[src/rtl/pipeline_hazard_ctrl_pkg.sv]
// ---------------------------------------------------------------------------
// pipeline_hazard_ctrl_pkg
//   Constants and types for the RV32 5-stage pipeline hazard controller:
//   - forwarding-mux select encodings used by the E-stage operand muxes
//   - the ResultSrc encoding that marks a load instruction
//   - the memory-handshake FSM state type
//   - a helper that evaluates the load-use hazard condition
// ---------------------------------------------------------------------------
package pipeline_hazard_ctrl_pkg;

  // E-stage operand select encodings
  localparam logic [1:0] FWD_RF  = 2'b00;  // value read from the register file
  localparam logic [1:0] FWD_WB  = 2'b01;  // ResultW from the W stage
  localparam logic [1:0] FWD_MEM = 2'b10;  // ALUResultM from the M stage

  // ResultSrc value identifying a load instruction
  localparam logic [1:0] RESULT_SRC_LOAD = 2'b01;

  // Data-memory handshake FSM
  typedef enum logic [1:0] {
    RUN      = 2'd0,
    MEM_WAIT = 2'd1,
    ERROR    = 2'd2
  } hazState_t;

  // A load in E whose destination is read by the instruction in D cannot be
  // forwarded in time, so D must wait one cycle. x0 is never a hazard.
  function automatic logic isLoadUse(
    input logic [1:0] resultSrcE,
    input logic [4:0] rdE,
    input logic [4:0] rs1D,
    input logic [4:0] rs2D
  );
    return (resultSrcE == RESULT_SRC_LOAD) && (rdE != 5'd0) &&
           ((rs1D == rdE) || (rs2D == rdE));
  endfunction

endpackage

[src/rtl/pipeline_hazard_ctrl_forward_sel.sv]
// ---------------------------------------------------------------------------
// pipeline_hazard_ctrl_forward_sel
//   Forwarding select for one E-stage source operand.
//   Ports:
//     RsE        in  5  source register of the instruction in E
//     RdM, RdW   in  5  destination registers of the instructions in M / W
//     RegWriteM  in  1  instruction in M writes the register file
//     RegWriteW  in  1  instruction in W writes the register file
//     Sel        out 2  FWD_RF / FWD_WB / FWD_MEM
//   The younger producer (M) takes priority over the older one (W); x0 is
//   hard-wired to zero and is therefore never forwarded.
// ---------------------------------------------------------------------------
module pipeline_hazard_ctrl_forward_sel
  import pipeline_hazard_ctrl_pkg::*;
(
  input  logic [4:0] RsE,
  input  logic [4:0] RdM,
  input  logic [4:0] RdW,
  input  logic       RegWriteM,
  input  logic       RegWriteW,
  output logic [1:0] Sel
);

  always_comb begin
    Sel = FWD_RF;
    if (RsE != 5'd0) begin
      if (RegWriteM && (RdM == RsE)) begin
        Sel = FWD_MEM;
      end else if (RegWriteW && (RdW == RsE)) begin
        Sel = FWD_WB;
      end
    end
  end

endmodule

[src/rtl/pipeline_hazard_ctrl.sv]
// ---------------------------------------------------------------------------
// pipeline_hazard_ctrl
//   Central hazard / sequencing controller for the 5-stage RV32 pipeline.
//   Produces E-stage forwarding selects, load-use stall, branch/jump flush and
//   a data-memory wait stall driven by a MemReqM / MemReadyM handshake.
//
//   Parameters:
//     MEM_TIMEOUT  max consecutive not-ready cycles of one access (>= 2)
//     CNT_W        perf counter width (only when PERF_CNT_EN is defined)
//
//   Ports:
//     clk, rst                 clock; asynchronous active-high reset
//     Rs1D, Rs2D         in 5  sources of the instruction in D
//     Rs1E, Rs2E         in 5  sources of the instruction in E
//     RdE, RdM, RdW      in 5  destinations in E / M / W
//     ResultSrcE         in 2  RESULT_SRC_LOAD marks a load in E
//     RegWriteM/W        in 1  M / W instruction writes the register file
//     PCSrcE             in 1  taken branch/jump resolved in E
//     MemReqM            in 1  M instruction accesses data memory
//     MemReadyM          in 1  data memory completes the access this cycle
//     ForwardAE/BE       out 2 operand A / B select
//     StallF, StallD     out 1 hold PC / IF-ID
//     StallE, StallM     out 1 hold ID-EX / EX-MEM
//     FlushD, FlushE     out 1 bubble into IF-ID / ID-EX
//     FlushW             out 1 bubble into MEM-WB
//     MemErr             out 1 sticky memory-timeout flag
//     StallCnt, FlushCnt out CNT_W  saturating perf counters (PERF_CNT_EN)
//
//   Build option: define PERF_CNT_EN to add the StallCnt / FlushCnt counters
//   and their ports; without it the controller is otherwise identical.
// ---------------------------------------------------------------------------
module pipeline_hazard_ctrl
  import pipeline_hazard_ctrl_pkg::*;
#(
  parameter int MEM_TIMEOUT = 16
`ifdef PERF_CNT_EN
  ,
  parameter int CNT_W = 32
`endif
) (
  input  logic       clk,
  input  logic       rst,
  input  logic [4:0] Rs1D,
  input  logic [4:0] Rs2D,
  input  logic [4:0] Rs1E,
  input  logic [4:0] Rs2E,
  input  logic [4:0] RdE,
  input  logic [4:0] RdM,
  input  logic [4:0] RdW,
  input  logic [1:0] ResultSrcE,
  input  logic       RegWriteM,
  input  logic       RegWriteW,
  input  logic       PCSrcE,
  input  logic       MemReqM,
  input  logic       MemReadyM,
  output logic [1:0] ForwardAE,
  output logic [1:0] ForwardBE,
  output logic       StallF,
  output logic       StallD,
  output logic       StallE,
  output logic       StallM,
  output logic       FlushD,
  output logic       FlushE,
  output logic       FlushW,
  output logic       MemErr
`ifdef PERF_CNT_EN
  ,
  output logic [CNT_W-1:0] StallCnt,
  output logic [CNT_W-1:0] FlushCnt
`endif
);

  // The wait counter only has to reach MEM_TIMEOUT-1.
  localparam int WAIT_W = (MEM_TIMEOUT > 2) ? $clog2(MEM_TIMEOUT) : 1;
  localparam logic [WAIT_W-1:0] WAIT_LAST = WAIT_W'(MEM_TIMEOUT - 1);

  hazState_t         state;
  logic [WAIT_W-1:0] waitCnt;

  logic lwStall;
  logic memStall;
  logic branchFlush;

  // ---------------------------------------------------------------------
  // Operand forwarding: one selector per E-stage source operand.
  // ---------------------------------------------------------------------
  logic [4:0] rsE [2];
  logic [1:0] fwdSel [2];

  assign rsE[0] = Rs1E;
  assign rsE[1] = Rs2E;

  genvar gi;
  generate
    for (gi = 0; gi < 2; gi++) begin : gFwd
      pipeline_hazard_ctrl_forward_sel uFwdSel (
        .RsE       (rsE[gi]),
        .RdM       (RdM),
        .RdW       (RdW),
        .RegWriteM (RegWriteM),
        .RegWriteW (RegWriteW),
        .Sel       (fwdSel[gi])
      );
    end
  endgenerate

  assign ForwardAE = fwdSel[0];
  assign ForwardBE = fwdSel[1];

  // ---------------------------------------------------------------------
  // Hazard detection
  // ---------------------------------------------------------------------
  assign lwStall = isLoadUse(ResultSrcE, RdE, Rs1D, Rs2D);

  // A new access that is not ready stalls in its very first cycle, so an
  // access that becomes ready after k cycles stalls exactly k cycles.
  // ERROR keeps the whole pipeline frozen until reset.
  always_comb begin
    memStall = 1'b0;
    case (state)
      RUN:      memStall = MemReqM && !MemReadyM;
      MEM_WAIT: memStall = !MemReadyM;
      ERROR:    memStall = 1'b1;
      default:  memStall = 1'b0;
    endcase
  end

  // While memory is stalling, E is frozen: a pending branch or load-use
  // hazard in E/D is simply re-evaluated once the stall releases, so no
  // flush may be issued now.
  assign branchFlush = !memStall && PCSrcE;

  assign StallF = memStall || lwStall;
  assign StallD = memStall || lwStall;
  assign StallE = memStall;
  assign StallM = memStall;
  assign FlushW = memStall;
  assign FlushD = branchFlush;
  assign FlushE = !memStall && (lwStall || PCSrcE);

  // ---------------------------------------------------------------------
  // Memory handshake FSM with timeout
  // ---------------------------------------------------------------------
  always_ff @(posedge clk or posedge rst) begin
    if (rst) begin
      state   <= RUN;
      waitCnt <= '0;
      MemErr  <= 1'b0;
    end else begin
      case (state)
        RUN: begin
          // The first not-ready cycle already counts toward the timeout.
          if (MemReqM && !MemReadyM) begin
            state   <= MEM_WAIT;
            waitCnt <= WAIT_W'(1);
          end
        end
        MEM_WAIT: begin
          if (MemReadyM) begin
            state   <= RUN;
            waitCnt <= '0;
          end else if (waitCnt == WAIT_LAST) begin
            state  <= ERROR;
            MemErr <= 1'b1;
          end else begin
            waitCnt <= waitCnt + 1'b1;
          end
        end
        ERROR: begin
          state <= ERROR;
        end
        default: begin
          // Unused encoding: treat as a fault and freeze.
          state  <= ERROR;
          MemErr <= 1'b1;
        end
      endcase
    end
  end

`ifdef PERF_CNT_EN
  // ---------------------------------------------------------------------
  // Saturating performance counters
  // ---------------------------------------------------------------------
  always_ff @(posedge clk or posedge rst) begin
    if (rst) begin
      StallCnt <= '0;
      FlushCnt <= '0;
    end else begin
      if ((memStall || lwStall) && (StallCnt != {CNT_W{1'b1}})) begin
        StallCnt <= StallCnt + 1'b1;
      end
      if (branchFlush && (FlushCnt != {CNT_W{1'b1}})) begin
        FlushCnt <= FlushCnt + 1'b1;
      end
    end
  end
`endif

endmodule

[config.mk]
export PLATFORM = sky130hd
export DESIGN_NAME = pipeline_hazard_ctrl
export DESIGN_NICKNAME = d
export VERILOG_FILES = /design/src/rtl/pipeline_hazard_ctrl_pkg.sv /design/src/rtl/pipeline_hazard_ctrl_forward_sel.sv /design/src/rtl/pipeline_hazard_ctrl.sv
export SDC_FILE = /design/constraint.sdc
export NUM_CORES = 1
export LEC_CHECK = 0
export CORE_MARGIN = 2
export CORE_UTILIZATION = 32
export CTS_CLUSTER_SIZE = 25
export DETAILED_ROUTE_END_ITERATION = 10
export PLACE_DENSITY = 0.76
export SLEW_MARGIN = 10
export SYNTH_ARGS = -nofsm -noshare
export SYNTH_HDL_FRONTEND = slang
export SYNTH_HIERARCHICAL = 1
export SYNTH_SLANG_ARGS = --single-unit
[constraint.sdc]
create_clock -name clk -period 1.5 [get_ports clk]
set_input_delay 0.3 -clock clk [delete_from_list [all_inputs] [get_ports clk]]
set_output_delay 0.3 -clock clk [all_outputs]
set_load 0.05 [all_outputs]
== Word level (Yosys, flattened, before mapping) ==
Cells that the tools add are included.

* $add $sub $neg: 1
* Equal/unequal tests: 15
* Mux-type cells: 18
* Bitwise logic cells: 1
* Reduce and logical (&&, ||, !) cells: 23

{| class="wikitable"
|+ Operator list
! operator !! count
|-
| equality test 5 bit || 6
|-
| nonzero test 5 bit || 3
|-
| 2-to-1 mux 2 bit || 7
|-
| 2-to-1 mux 4 bit || 3
|-
| logical AND 1 bit || 9
|-
| case mux 4 bit (2 select lines) || 1
|-
| != test 2 bit, second input constant || 3
|-
| != test 3 bit, second input constant || 2
|-
| AND reduction 3 bit || 2
|-
| adder 4 x 1 -> 4 bit, second input constant || 1
|-
| equality test 2 x 1 -> 1 bit, second input constant || 2
|-
| equality test 4 bit, second input constant || 1
|-
| 2-to-1 mux 1 bit || 4
|-
| case mux 2 bit (2 select lines) || 1
|-
| logical OR 1 bit || 3
|-
| case mux 1 bit (3 select lines) || 1
|-
| equality test 2 bit, second input constant || 1
|-
| zero test 1 bit || 2
|-
| zero test 2 bit || 1
|-
| case mux 1 bit (2 select lines) || 1
|-
| AND reduction 2 bit || 1
|-
| nonzero test 2 bit || 1
|-
| OR reduction 2 bit || 1
|-
| inverter 1 bit || 1
|}

* Flip-flop bits (word level): 7

== Longest topological paths before layout ==
* Depth in word-level cells: 5
* Gate-level depth with buffers: 5
* Depth with buffers taken out: 5

== By module ==
The synthesis kept the hierarchy.

{| class="wikitable"
|+ By module, submodules not included
! module !! instances !! cells each !! area each (sq um) !! sequential area each (sq um)
|-
| pipeline_hazard_ctrl || 1 || 66 || 575.6 || 175.2
|-
| pipeline_hazard_ctrl_forward_sel || 2 || 18 || 132.6 || 0.0
|}

== Least setup slack after synthesis ==
No wires, ideal clock.

* Path type: register to output
* From: register state[0]
* To: output port FlushE
* Arrival time: 2.208 ns
* Path slack: -1.008 ns
* Cell stages (with the launch flop): 5
* Path buffers: 0
* Cells stage by stage: dfrtp_1 nor2_1 o31a_2 inv_1 o31ai_1

* Longest elaborated chain between the ends: 4

{| class="wikitable"
|+ Ends and longest elaborated chain
! element !! RTL line !! RTL
|-
| from (decl) || pipeline_hazard_ctrl.sv:77 || <nowiki>hazState_t state;</nowiki>
|-
| from (signal assigned) || pipeline_hazard_ctrl.sv:146 || <nowiki>state <= RUN;</nowiki>
|-
| from (signal assigned) || pipeline_hazard_ctrl.sv:154 || <nowiki>state <= MEM_WAIT;</nowiki>
|-
| from (signal assigned) || pipeline_hazard_ctrl.sv:160 || <nowiki>state <= RUN;</nowiki>
|-
| equality test 2 bit (tied with other cells) || pipeline_hazard_ctrl.sv:120 || <nowiki>case (state)</nowiki>
|-
| case mux 1 bit (3 select lines) * || pipeline_hazard_ctrl.sv:120 ||
|-
| net FlushW || pipeline_hazard_ctrl.sv:64 || <nowiki>output logic FlushW,</nowiki>
|-
| zero test 1 bit * || pipeline_hazard_ctrl.sv:139 || <nowiki>assign FlushE = !memStall && (lwStall || PCSrcE);</nowiki>
|-
| logical AND 1 bit * || pipeline_hazard_ctrl.sv:139 ||
|-
| to (decl) || pipeline_hazard_ctrl.sv:63 || <nowiki>output logic FlushE,</nowiki>
|}

The timed path passes the listed nets; every way through them passes the cells marked *.

== Worst setup path in the final report ==
* From: input port RdE[2]
* To: output port FlushE

* Longest elaborated chain between the ends: 5

{| class="wikitable"
|+ Ends and longest elaborated chain
! element !! RTL line !! RTL
|-
| from (decl) || pipeline_hazard_ctrl.sv:47 || <nowiki>input logic [4:0] RdE,</nowiki>
|-
| equality test 5 bit / nonzero test 5 bit (equally long branches) || pipeline_hazard_ctrl_pkg.sv:35, pipeline_hazard_ctrl_pkg.sv:34 ||
|-
| logical OR 1 bit / logical AND 1 bit (equally long branches) || pipeline_hazard_ctrl_pkg.sv:35, pipeline_hazard_ctrl_pkg.sv:34 ||
|-
| logical AND 1 bit * || pipeline_hazard_ctrl_pkg.sv:34 || <nowiki>return (resultSrcE == RESULT_SRC_LOAD) && (rdE != 5'd0) &&</nowiki>
|-
| logical OR 1 bit * || pipeline_hazard_ctrl.sv:139 ||
|-
| logical AND 1 bit * || pipeline_hazard_ctrl.sv:139 ||
|}

Mark *: on every way between the ends. The rest lies on a longest branch, timed or not.

==> metrics <==
total power=1.06 mW; dpl ws=-0.633 ns; final worst path period share=1.16; synthesized area per cell=8.24 sq um; Port-buffer cells=55; H-tree levels=1; GP Congestion=0.788; unrepaired setup endpoints after global routing=true; synthesized area=841 sq um; Max Cap Viol=0; kind of critical path=in2out; power density cells=597 nW/um^2; Synth area leader=dfrtp_1; effective utilization at floorplan=0.339; status=complete, but fails checks; fin area=1780 sq um; DP Wirelength=2.29 mm; fin worst setup slack=-0.238 ns; hold crit path type=in2async; crit path time final=1.74 ns; Slew headroom=0.796; Slew Viols, Final=0; DRT iter0 DRCs=8; Setup crit end kind=primary output; GRT Residual Overflow=0; reg-to-reg startpoint=waitCnt[0]; largest net degree at the start of global routing=8; Seq/Total Area, Yosys=0.208; Synth top cells by count=xor2_1, xnor2_1, nor2_1; share of cells above drive strength 1=0.523; TritonCTS clock tree=done; clock buffer count from CTS=3; worst skew pair latency=0.26 ns; met1 usage=0.204; I/O pin count=56; Worst Path Required=1.20 ns; Reg clk slew, reported paths=0.06 ns; Die W=55.3 um; via count=1,013; final setup vio count=11; # hold bufs at CTS=0; ys async rst share=1.00; Reg-to-Reg End=waitCnt[0]; dpl cell area=1670 sq um; Yosys reg bits=7; met2 usage=0.372; Tot GR Track Use=0.192; Finished Layout Cells=206; CTS sink cnt=7; met3 Track Usage GR=0.0398; Net Count, Synth=147; cell with the most instances after synthesis=xor2_1; final-stage net count=222; leakage=0.810 nW; ANT nets after route=0; post-synth cell types=32; WL final=2.75 mm; Clock Skew=0.00613 ns; # fillers=200; CP Max Fanout=3; vias in the first global route=1,145; critical path data arrival time=1.44 ns; drt pass-1 iters=3; Cells after Synth=102; vias per cell=4.92; Top FF cell, synth=dfrtp_1; site row count=18; Clock Tree Buf Depth=2; count of flip-flops with a built-in enable after synthesis=0; initial antenna violation count=0; failing checks=setup timing; Hold WS=0.278 ns; drc violations=0; chip height=55.3 um; Area Overhead vs Synth=112%; global route hottest layer=met2; Core ar.=2480 sq um; ranking of synthesized cells by area=dfrtp_1, xor2_1, xnor2_1; worst vdd ir=0.000696 V; setup slack, reg-to-reg=0.05 ns; Final Hold Fails=0; Post-Place Cells=199; ANT cells=0; worst r2r path cells=5; first-pass GRT wire length=4.84 mm; Root Buffer=clkbuf_4; total number of yosys warnings=6; fmax=575 MHz; CP startpoint kind=input pin; WL per Instance=13.4 um; Die ar.=3050 sq um; top-area cell type share of the netlist area=0.208; Worst Tran Pin Value=0.306 ns
-- critical path, cell delays in order --
cell	delay [ns]
buf_4	0.13
or4_4	0.52
o21ai_4	0.23
o31ai_4	0.11
buf_12	0.16
-- layout make-up --
type	instances	area, sq um	area share
inverter	6	22.5	0.0127
tap	30	37.5	0.0211
clock buffer	3	22.5	0.0127
multi-input combinational	86	815	0.458
sequential	7	175	0.0985
timing repair buffer	73	702	0.395
clock inverter	1	5.00	0.00281
-- stage by stage --
step,TNS [ns],utilization
final,-2.03,0.718
after floorplan,-1.27,-
after detailed placement,-6.20,0.675
after CTS,-2.15,0.706
after global placement,-5.87,0.675
after global routing,-2.62,0.718
-- how the worst max path moves through the flow --
stage / startpoint / endpoint / depth (start not counted)
floorplan: state[0] / FlushE / 4
global placement: RdE[1] / StallD / 5
detailed placement: RdE[1] / StallD / 5
CTS: state[0] / FlushE / 5
global route: state[1] / FlushE / 4
finish: RdE[2] / FlushE / 5
-- cells in the final DEF (no fill, tap or decap), types with 3 or more instances in the layout --
master	count
buf_2	12
xnor2_1	7
clkdlybuf4s15_2	3
clkbuf_2	3
xnor2_2	5
buf_6	9
nand2_1	4
inv_1	5
xor2_1	18
dfrtp_1	7
clkbuf_4	3
nand3_1	3
clkdlybuf4s15_1	3
buf_4	18
clkdlybuf4s50_1	4
buf_12	8
dlygate4sd2_1	11
nor2_1	5
nor2_4	4
or4_4	3
o21ai_0	4
-- sequential cells by signal (all words and copies together) (netlist names) --
| register | count |
|---|---|
| waitCnt | 4 |
| MemErr | 1 |
| state | 2 |
-- metal layers --
layer / routed length [um] / vias up / part of all wire
met5: 0 / - / 0
met2: 1570 / 36 / 0.57
li1: - / 503 / -
met1: 982 / 466 / 0.36
met4: 65 / 0 / 0.024
met3: 130 / 8 / 0.047
-- power breakdown --
| part | internal (mW) | switching (mW) |
|---|---|---|
| Clock | 0.0981 | 0.0813 |
| Sequential | 0.216 | 0.0290 |
| Combinational | 0.331 | 0.308 |
-- kinds of logic after synthesis --
logic type,Yosys count,share of synthesized area
muxes,2,0.0298
AOI/OAI and AO/OA,15,0.131
xor gates and xnor gates,30,0.312
buffers and inverters,9,0.0536
DFF,7,0.208
adders and majority gates,1,0.0149
and+or+nand+nor,38,0.250
-- what timing repair did --
action	4_1_cts	5_1_grt
buffers inserted	2	1
endpoints found under the setup margin	11	11
gates resized for setup	136	15
pin swaps	38	11
endpoints found under the hold margin	0	0
(Power assumes the default switching activity.)
